`config.mk`:
```
export PLATFORM = sky130hd
export DESIGN_NAME = mmio_bridge
export DESIGN_NICKNAME = d
export VERILOG_FILES = /design/src/rtl/mmio_map_pkg.sv /design/src/rtl/io_timer.sv /design/src/rtl/mmio_bridge.sv
export SDC_FILE = /design/constraint.sdc
export NUM_CORES = 1
export LEC_CHECK = 0
export CORE_MARGIN = 10
export CORE_UTILIZATION = 56
export DETAILED_ROUTE_END_ITERATION = 8
export GPL_ROUTABILITY_DRIVEN = 1
export MAX_ROUTING_LAYER = met4
export PLACE_DENSITY_LB_ADDON = 0.12
export SLEW_MARGIN = 20
export SYNTH_ARGS = -nofsm -noshare
export SYNTH_HDL_FRONTEND = slang
export SYNTH_HIERARCHICAL = 1
export SYNTH_SLANG_ARGS = --single-unit
export TNS_END_PERCENT = 30
```
`constraint.sdc`:
```
create_clock -name clk -period 4.96 [get_ports clk]
set_input_delay 0.496 -clock clk [delete_from_list [all_inputs] [get_ports clk]]
set_output_delay 0.496 -clock clk [all_outputs]
set_load 0.01 [all_outputs]
```
`src/rtl/mmio_map_pkg.sv`:
```
// rtl/mmio_map_pkg.sv - address map and width constants for the CPU MMIO bridge
//
// Purpose: shared peripheral register addresses, the default peripheral base,
//          and the widths of the LED/switch/button registers.
// Ports:   none (package).
package mmio_map_pkg;

    localparam logic [31:0] DEF_PERIPH_BASE = 32'hFFFF_F000;

    localparam logic [31:0] ADR_DISP = 32'hFFFF_F000;
    localparam logic [31:0] ADR_TCNT = 32'hFFFF_F020;
    localparam logic [31:0] ADR_TDIV = 32'hFFFF_F024;
    localparam logic [31:0] ADR_LED  = 32'hFFFF_F060;
    localparam logic [31:0] ADR_SW   = 32'hFFFF_F070;
    localparam logic [31:0] ADR_BTN  = 32'hFFFF_F078;

    localparam int LED_W = 24;
    localparam int SW_W  = 24;
    localparam int BTN_W = 5;

endpackage

```
`src/rtl/io_timer.sv`:
```
// rtl/io_timer.sv - prescaled free-running timer with writable count and divisor
//
// Purpose: prescaler counter r_pre advances every clock while the divisor is
//          non-zero; each time it reaches divisor-1 the count advances by one.
// Ports:
//   clk, rst_n      clock, asynchronous active-low reset
//   i_div_we        write strobe for the divisor (also clears the prescaler)
//   i_cnt_we        write strobe for the count
//   i_wdata         write data shared by both strobes
//   o_tcnt          current count
//   o_tdiv          current divisor (0 halts the timer)
module io_timer #(
    parameter logic [31:0] DEFAULT_DIV = 32'd25_000
) (
    input  logic        clk,
    input  logic        rst_n,
    input  logic        i_div_we,
    input  logic        i_cnt_we,
    input  logic [31:0] i_wdata,
    output logic [31:0] o_tcnt,
    output logic [31:0] o_tdiv
);

    logic [31:0] r_pre;
    logic [31:0] r_tcnt;
    logic [31:0] r_tdiv;
    logic        w_run;
    logic        w_tick;

    assign w_run  = (r_tdiv != 32'd0);
    assign w_tick = w_run && (r_pre == r_tdiv - 32'd1);

    always_ff @(posedge clk or negedge rst_n) begin
        if (!rst_n) begin
            r_pre  <= 32'd0;
            r_tcnt <= 32'd0;
            r_tdiv <= DEFAULT_DIV;
        end else begin
            // Clearing the prescaler on a divisor write means a new divisor
            // below the current prescaler value can never be skipped past.
            if (i_div_we) begin
                r_tdiv <= i_wdata;
                r_pre  <= 32'd0;
            end else if (w_run) begin
                r_pre  <= w_tick ? 32'd0 : r_pre + 32'd1;
            end

            // A software write to the count overrides a coincident tick.
            if (i_cnt_we) begin
                r_tcnt <= i_wdata;
            end else if (w_tick) begin
                r_tcnt <= r_tcnt + 32'd1;
            end
        end
    end

    assign o_tcnt = r_tcnt;
    assign o_tdiv = r_tdiv;

endmodule

```
`src/rtl/mmio_bridge.sv`:
```
// rtl/mmio_bridge.sv - splits CPU data accesses between DRAM and board peripherals
//
// Purpose: decodes each CPU data access; addresses at or above PERIPH_BASE hit
//          the peripheral registers (display word, LEDs, synchronised switches
//          and buttons, prescaled timer) and never reach DRAM.  Reads are
//          combinational, writes land on the rising clock edge.
// Ports:
//   clk, rst_n                  clock, asynchronous active-low reset
//   cpu_adr/cpu_wdin/cpu_we     CPU data-port address, write data, write enable
//   cpu_rd                      read data back to the CPU
//   dram_adr/dram_wdin/dram_we  DRAM port (address/data pass through, we gated)
//   dram_rd                     DRAM read data
//   sw_i/btn_i                  raw asynchronous switches and buttons
//   led_o                       LED register
//   disp_o                      32-bit word for the seven-segment display
module mmio_bridge
    import mmio_map_pkg::*;
#(
    parameter logic [31:0] PERIPH_BASE = DEF_PERIPH_BASE,
    parameter logic [31:0] DEFAULT_DIV = 32'd25_000,
    parameter int          SYNC_STAGES = 2
) (
    input  logic             clk,
    input  logic             rst_n,
    input  logic [31:0]      cpu_adr,
    input  logic [31:0]      cpu_wdin,
    input  logic             cpu_we,
    output logic [31:0]      cpu_rd,
    output logic [31:0]      dram_adr,
    output logic [31:0]      dram_wdin,
    output logic             dram_we,
    input  logic [31:0]      dram_rd,
    input  logic [SW_W-1:0]  sw_i,
    input  logic [BTN_W-1:0] btn_i,
    output logic [LED_W-1:0] led_o,
    output logic [31:0]      disp_o
);

    logic             w_is_periph;
    logic             w_wr;
    logic             w_wr_disp;
    logic             w_wr_led;
    logic             w_wr_tcnt;
    logic             w_wr_tdiv;
    logic [31:0]      w_tcnt;
    logic [31:0]      w_tdiv;
    logic [31:0]      w_rd;

    logic [31:0]      r_disp;
    logic [LED_W-1:0] r_led;
    logic [SW_W-1:0]  r_sw_sync  [SYNC_STAGES];
    logic [BTN_W-1:0] r_btn_sync [SYNC_STAGES];

    // Decode
    assign w_is_periph = (cpu_adr >= PERIPH_BASE);
    assign w_wr        = cpu_we & w_is_periph;
    assign w_wr_disp   = w_wr & (cpu_adr == ADR_DISP);
    assign w_wr_led    = w_wr & (cpu_adr == ADR_LED);
    assign w_wr_tcnt   = w_wr & (cpu_adr == ADR_TCNT);
    assign w_wr_tdiv   = w_wr & (cpu_adr == ADR_TDIV);

    assign dram_adr  = cpu_adr;
    assign dram_wdin = cpu_wdin;
    assign dram_we   = cpu_we & ~w_is_periph;

    // Writable peripheral registers
    always_ff @(posedge clk or negedge rst_n) begin
        if (!rst_n) begin
            r_disp <= 32'd0;
            r_led  <= '0;
        end else begin
            if (w_wr_disp) r_disp <= cpu_wdin;
            if (w_wr_led)  r_led  <= cpu_wdin[LED_W-1:0];
        end
    end

    // Input synchronisers: stage 0 samples the raw pin, the last stage is read.
    always_ff @(posedge clk or negedge rst_n) begin
        if (!rst_n) begin
            for (int i = 0; i < SYNC_STAGES; i++) begin
                r_sw_sync[i]  <= '0;
                r_btn_sync[i] <= '0;
            end
        end else begin
            r_sw_sync[0]  <= sw_i;
            r_btn_sync[0] <= btn_i;
            for (int i = 1; i < SYNC_STAGES; i++) begin
                r_sw_sync[i]  <= r_sw_sync[i-1];
                r_btn_sync[i] <= r_btn_sync[i-1];
            end
        end
    end

    io_timer #(
        .DEFAULT_DIV (DEFAULT_DIV)
    ) u_timer (
        .clk      (clk),
        .rst_n    (rst_n),
        .i_div_we (w_wr_tdiv),
        .i_cnt_we (w_wr_tcnt),
        .i_wdata  (cpu_wdin),
        .o_tcnt   (w_tcnt),
        .o_tdiv   (w_tdiv)
    );

    // Combinational read path; unmapped peripheral addresses read as zero.
    always_comb begin
        w_rd = 32'd0;
        if (!w_is_periph) begin
            w_rd = dram_rd;
        end else begin
            case (cpu_adr)
                ADR_DISP: w_rd = r_disp;
                ADR_TCNT: w_rd = w_tcnt;
                ADR_TDIV: w_rd = w_tdiv;
                ADR_LED:  w_rd = {{(32-LED_W){1'b0}}, r_led};
                ADR_SW:   w_rd = {{(32-SW_W){1'b0}}, r_sw_sync[SYNC_STAGES-1]};
                ADR_BTN:  w_rd = {{(32-BTN_W){1'b0}}, r_btn_sync[SYNC_STAGES-1]};
                default:  w_rd = 32'd0;
            endcase
        end
    end

    assign cpu_rd = w_rd;
    assign led_o  = r_led;
    assign disp_o = r_disp;

endmodule
```
# Word-level counts from Yosys, hierarchy flattened
# Index checks and enable logic that the tools add are counted.
[classes]
addsub = 3
n_mux = 7
bitwise = 7
n_reduce_logical = 4
n_eq_ne = 7
magnitude_cmp = 1
[ops]
columns = ["op", "count"]
rows = [
  ["== test 32 bit, second input constant", 6],
  ["2-to-1 mux 32 bit", 6],
  ["one-hot mux 32 bit (6 select lines)", 1],
  ["adder 32 x 1 -> 32 bit, second input constant", 2],
  ["== test 32 bit", 1],
  ["greater-or-equal comparator 32 bit, second input constant", 1],
  ["nonzero test 32 bit", 1],
  ["subtractor 32 x 1 -> 32 bit, second input constant", 1],
  ["AND 1 bit", 6],
  ["nonzero test 2 bit", 2],
  ["logical AND 1 bit", 1],
  ["inverter 1 bit", 1],
]
[totals]
output_inout_bits = 153
in_bits = 128
register_bits = 210
wordCells = 38

# Logic depth before layout (Yosys ltp)
[logic_depth]
depth_word = 6
mapped_depth = 12
depth_no_buf = 10

# By module
# Netlist, hierarchy kept.
[modules_own_cells]
columns = ["mod", "instances", "area_per_inst_um2", "cells_each", "seq_area_each_um2"]
rows = [
  ["io_timer", 1, 6956.7, 827, 2409.8],
  ["mmio_bridge", 1, 5552.8, 472, 2852.7],
]

# Worst setup path after synthesis
# OpenSTA, ideal clock, no wires.
[synth_timing]
path_kind = "input to register"
from = "input cpu_adr[3]"
to = "register u_timer.r_tdiv[23] (netlist: u_timer/o_tdiv[23])"
slack_ps = 1549
setup_ps = 125
path_buffers = 7
t_arrival_ps = 3286
cell_stages = 11
t_required_ps = 4835
cell_sequence = "buf_6 -> or4_4 -> buf_6 -> nor4_1 -> buf_2 -> buf_2 -> and3_1 -> clkbuf_1 -> buf_1 -> buf_1 -> mux2_2"
[synth_via]
elab_chain_len = 3
word_cells_on_any_way = 4
cone_classes = "order compare: 1; eq/ne: 1; bitwise: 2"
[synth_lines]
columns = ["element", "line_no", "rtl"]
rows = [
  ["start: declaration", "mmio_bridge.sv:25", "input logic [31:0] cpu_adr,"],
  ["greater-or-equal comparator 32 bit", "mmio_bridge.sv:55", "assign w_is_periph = (cpu_adr >= PERIPH_BASE);"],
  ["AND 1 bit", "mmio_bridge.sv:56", "assign w_wr = cpu_we & w_is_periph;"],
  ["AND 1 bit *", "mmio_bridge.sv:60", "assign w_wr_tdiv = w_wr & (cpu_adr == ADR_TDIV);"],
  ["net w_wr_tdiv", "mmio_bridge.sv:44", "logic w_wr_tdiv;"],
  ["end signal: assignment", "io_timer.sv:42", "r_tdiv <= i_wdata;"],
  ["end: declaration", "io_timer.sv:26", "logic [31:0] r_tdiv;"],
]
# The timed path passes the listed nets; every way through them passes the cells marked *.
# A chain may end at the register's enable or synchronous reset.

# Worst setup path in the final report
[layout_timing]
from = "input cpu_adr[9]"
to = "output cpu_rd[10]"
[layout_via]
elab_chain_len = 3
word_cells_on_any_way = 9
cone_classes = "order compare: 1; eq/ne: 6; mux: 2"
[layout_lines]
columns = ["element", "line_no", "rtl"]
rows = [
  ["branches (longest 2 deep; another with greater-or-equal comparator 32 bit)", "-", ""],
  ["2-to-1 mux 32 bit *", "mmio_bridge.sv:109", "if (!w_is_periph) begin"],
  ["end: declaration", "mmio_bridge.sv:28", "output logic [31:0] cpu_rd,"],
]
# Every way passes the cells marked *.

==> flow_summary_export.csv <==
group,metric,value,unit
grt,grt_pass1_wl,65.2,mm
sta,finalSetupViolCount,0,
routing,drc,0,
clocking,clk_path_buf_depth,3,
sta,tns,0,ns
grt,first_global_vias,11500,
sta,setup_ws,0.668,ns
sta,drv_slew,0,
placement,pre_cts_slack,0.718,ns
die,chipHeight,169,µm
clocking,clk_latency,0.54,ns
layout,drive_gt1_share,12.3,%
synth,synth_top_flop_cell,"dfrtp_1",
synth,synth_edf_count,0,
hold_path,holdCritPathClass,"in -> async",
worst_setup_path,critPathMaxFanout,14,
clocking,cts_setup_buffers,0,
routing,drtIter0Drc,1281,
sta,hold_violations,0,
pwr,power.density,249,nW/µm²
synth,ys_ff_latch,210,
die,rows,54,
grt,grt_usage,29.0,%
synth,yosys_warnings,6,
worst_setup_path,startpoint_type,"primary input",
layout,area_growth_syn_to_layout,26.9,%
sta,worst_pin_slew,1.03,ns
die,start_util,57.1,%
clocking,cts.htree.levels,1,
outcome,status,"finished clean",
clocking,clkSlewWorstSetupHoldPaths,0.06,ns
synth,synth_cells,1299,
grt,grt_max_degree,107,
sta,slew_headroom,31.3,%
sta,timing.final.crit_share,86.5,%
clocking,tritoncts,"yes",
routing,wire_per_inst,23.4,µm
routing,vias,11500,
worst_setup_path,reg2reg_slack,0.98,ns
routing,via_per_inst,6.45,
pwr,cellLeakagePower,6.64,nW
synth,synth.distinct_cells,78,
layout,finalNonFillerCells,1777,
synth,ys_async_sr_fraction,100,%
sta,min_period,4.29,ns
synth,syn-cell-area,12500,µm²
synth,synth_fp_nets,1430,
placement,io_buffers,280,
die,core_area,21900,µm²
worst_setup_path,worstPathRequired,4.46,ns
routing,totalWireLength,41.7,mm
job,maxCapViolCount,0,
synth,seq_area_frac_synth,42.1,%
clocking,cts-root-buf,"clkbuf_16",
clocking,clock_sinks,210,
die,pin_count,281,
grt,antenna_found_initial,0,
routing,drt-pass1-iter-count,6,
routing,final_antenna_net_count,0,
layout,layout.cells.most_common_list,"clkdlybuf4s50_1 (279), dfrtp_1 (204), nand2_1 (92)",
placement,gp_congestion,0.906,
pwr,peakVddDrop,0.244,mV
synth,syn_area_per_cell,9.63,µm²
layout,final_common_cell,"clkdlybuf4s50_1",
grt,globalRouteOverflowTotal,0,
sta,fin_skew,0.0117,ns
clocking,cts-resized-gates,0,
placement,placedCellCount,1733,
worst_setup_path,crit_type,"in -> out",
worst_setup_path,r2r_start,"u_timer/o_tdiv[0]$_DFFE_PN0P_",
worst_setup_path,r2r-end,"u_timer/r_pre[28]$_DFFE_PN0P_",
sta,rsz0062_at_grt,"false",
clocking,hold_buffers,0,
layout,n_antenna_cell,0,
worst_setup_path,cp-end-kind,"output port",
die,dieArea,28700,µm²
clocking,cts_buffers,24,
placement,post-dp-hpwl,31.0,mm
worst_setup_path,arrival,3.80,ns
layout,finish.net_count,1610,
die,fp.dieW,169,µm
worst_setup_path,reg2regPathDepth,11,
sta,fmaxAchievable,0.233,GHz
cells in the mapped netlist (all sizes together) (3+ instances only):
library cell,number,share of area (%)
dfrtp,204,41
buf,100,5.6
nand2,92,2.8
mux2,91,8.2
nor2,89,2.7
nand4,71,3.7
nand3,65,2.6
a31oi,55,2.8
clkbuf,53,1.6
inv,41,1.2
nor4,39,2.6
o21ai,39,1.6
nor3,34,1.5
mux2i,24,1.9
xnor2,24,1.7
a22oi,21,1.3
and3,21,1.1
a21oi,20,0.89
a31o,18,1.3
or4,18,1.2
xor2,15,1.1
a221o,12,0.96
a222oi,12,0.96
o2111ai,10,0.85
nor2b,9,0.45
o31a,9,0.70
o211ai,8,0.48
o22ai,8,0.40
and2,7,0.35
and4,7,0.49
or2,7,0.35
or3,7,0.35
dfstp,6,1.3
nand2b,5,0.25
nor3b,5,0.38
nand4b,4,0.28
nor4b,4,0.28
o2111a,4,0.36
o41ai,4,0.28
ha,3,0.30
per-layer routing:
layer / GRT usage, % / share of wire (%) / up-vias
met3: 5.33 / 7.8 / 63
met2: 48.4 / 50 / 535
met1: 36.1 / 40 / 5673
met5: - / 0 / -
li1: - / - / 5186
met4: 6.57 / 2.2 / 0
worst max-delay path by stage:
stage,start,endpoint,cells past startpoint
3_5_place_dp,cpu_adr[9],cpu_rd[10],8
6_report,cpu_adr[9],cpu_rd[10],8
2_1_floorplan,cpu_adr[3],u_timer/o_tdiv[23]$_DFFE_PN0P_,11
5_1_grt,u_timer/o_tdiv[0]$_DFFE_PN0P_,u_timer/r_pre[19]$_DFFE_PN0P_,11
3_3_place_gp,cpu_adr[9],cpu_rd[10],8
4_1_cts,cpu_adr[9],cpu_rd[10],8
stage by stage:
step                      total power [W]  hold WS, ns  cell area [µm²]  utilization (%)
after CTS                         0.00397        0.107            15900             72.5
final                             0.00395       0.0649            15900             72.5
after floorplan                   0.00188        0.200            12500                -
after global routing              0.00405        0.133            15900             72.5
after global placement            0.00210        0.332            15000             68.7
after detailed placement          0.00210        0.335            15000             68.7
cell families after synthesis:
kind of cell / Yosys count / synth area share (%)
AOI/OAI and AO/OA: 244 / 14.4
xor gates and xnor gates: 39 / 2.73
adders and majority gates: 3 / 0.300
buffers and inverters: 194 / 8.46
DFF: 210 / 42.1
muxes: 115 / 10.1
and+or+nand+nor: 494 / 22.0
critical path, stage by stage:
cell             delay [ns]
clkdlybuf4s50_1        0.43
or4_1                  0.77
nor3_2                 0.23
buf_4                  0.24
and3_1                 0.44
a222oi_1               0.12
o21ai_0                0.43
clkdlybuf4s50_1        0.64
power by group:
group	internal, W	switching, W
sequential	0.00174	0.00000686
combinational	0.000179	0.000144
clock	0.00113	0.000746
layout make-up:
| type | count | area (µm²) |
|---|---|---|
| Fill cell | 1648 | 6020 |
| Tap cell | 280 | 350 |
| Clock buffer | 29 | 639 |
| Timing Repair Buffer | 307 | 3020 |
| Clock inverter | 15 | 203 |
| Sequential cell | 210 | 5260 |
| Multi-Input combinational cell | 895 | 6240 |
| Inverter | 41 | 154 |
flip-flops by register name, summed over array words and instances (netlist names):
signal          cells
led_o              24
r_sw_sync          48
r_btn_sync         10
u_timer/o_tcnt     32
u_timer/o_tdiv     32
disp_o             32
u_timer/r_pre      32
No activity file was read; power rests on OpenSTA's default activity.
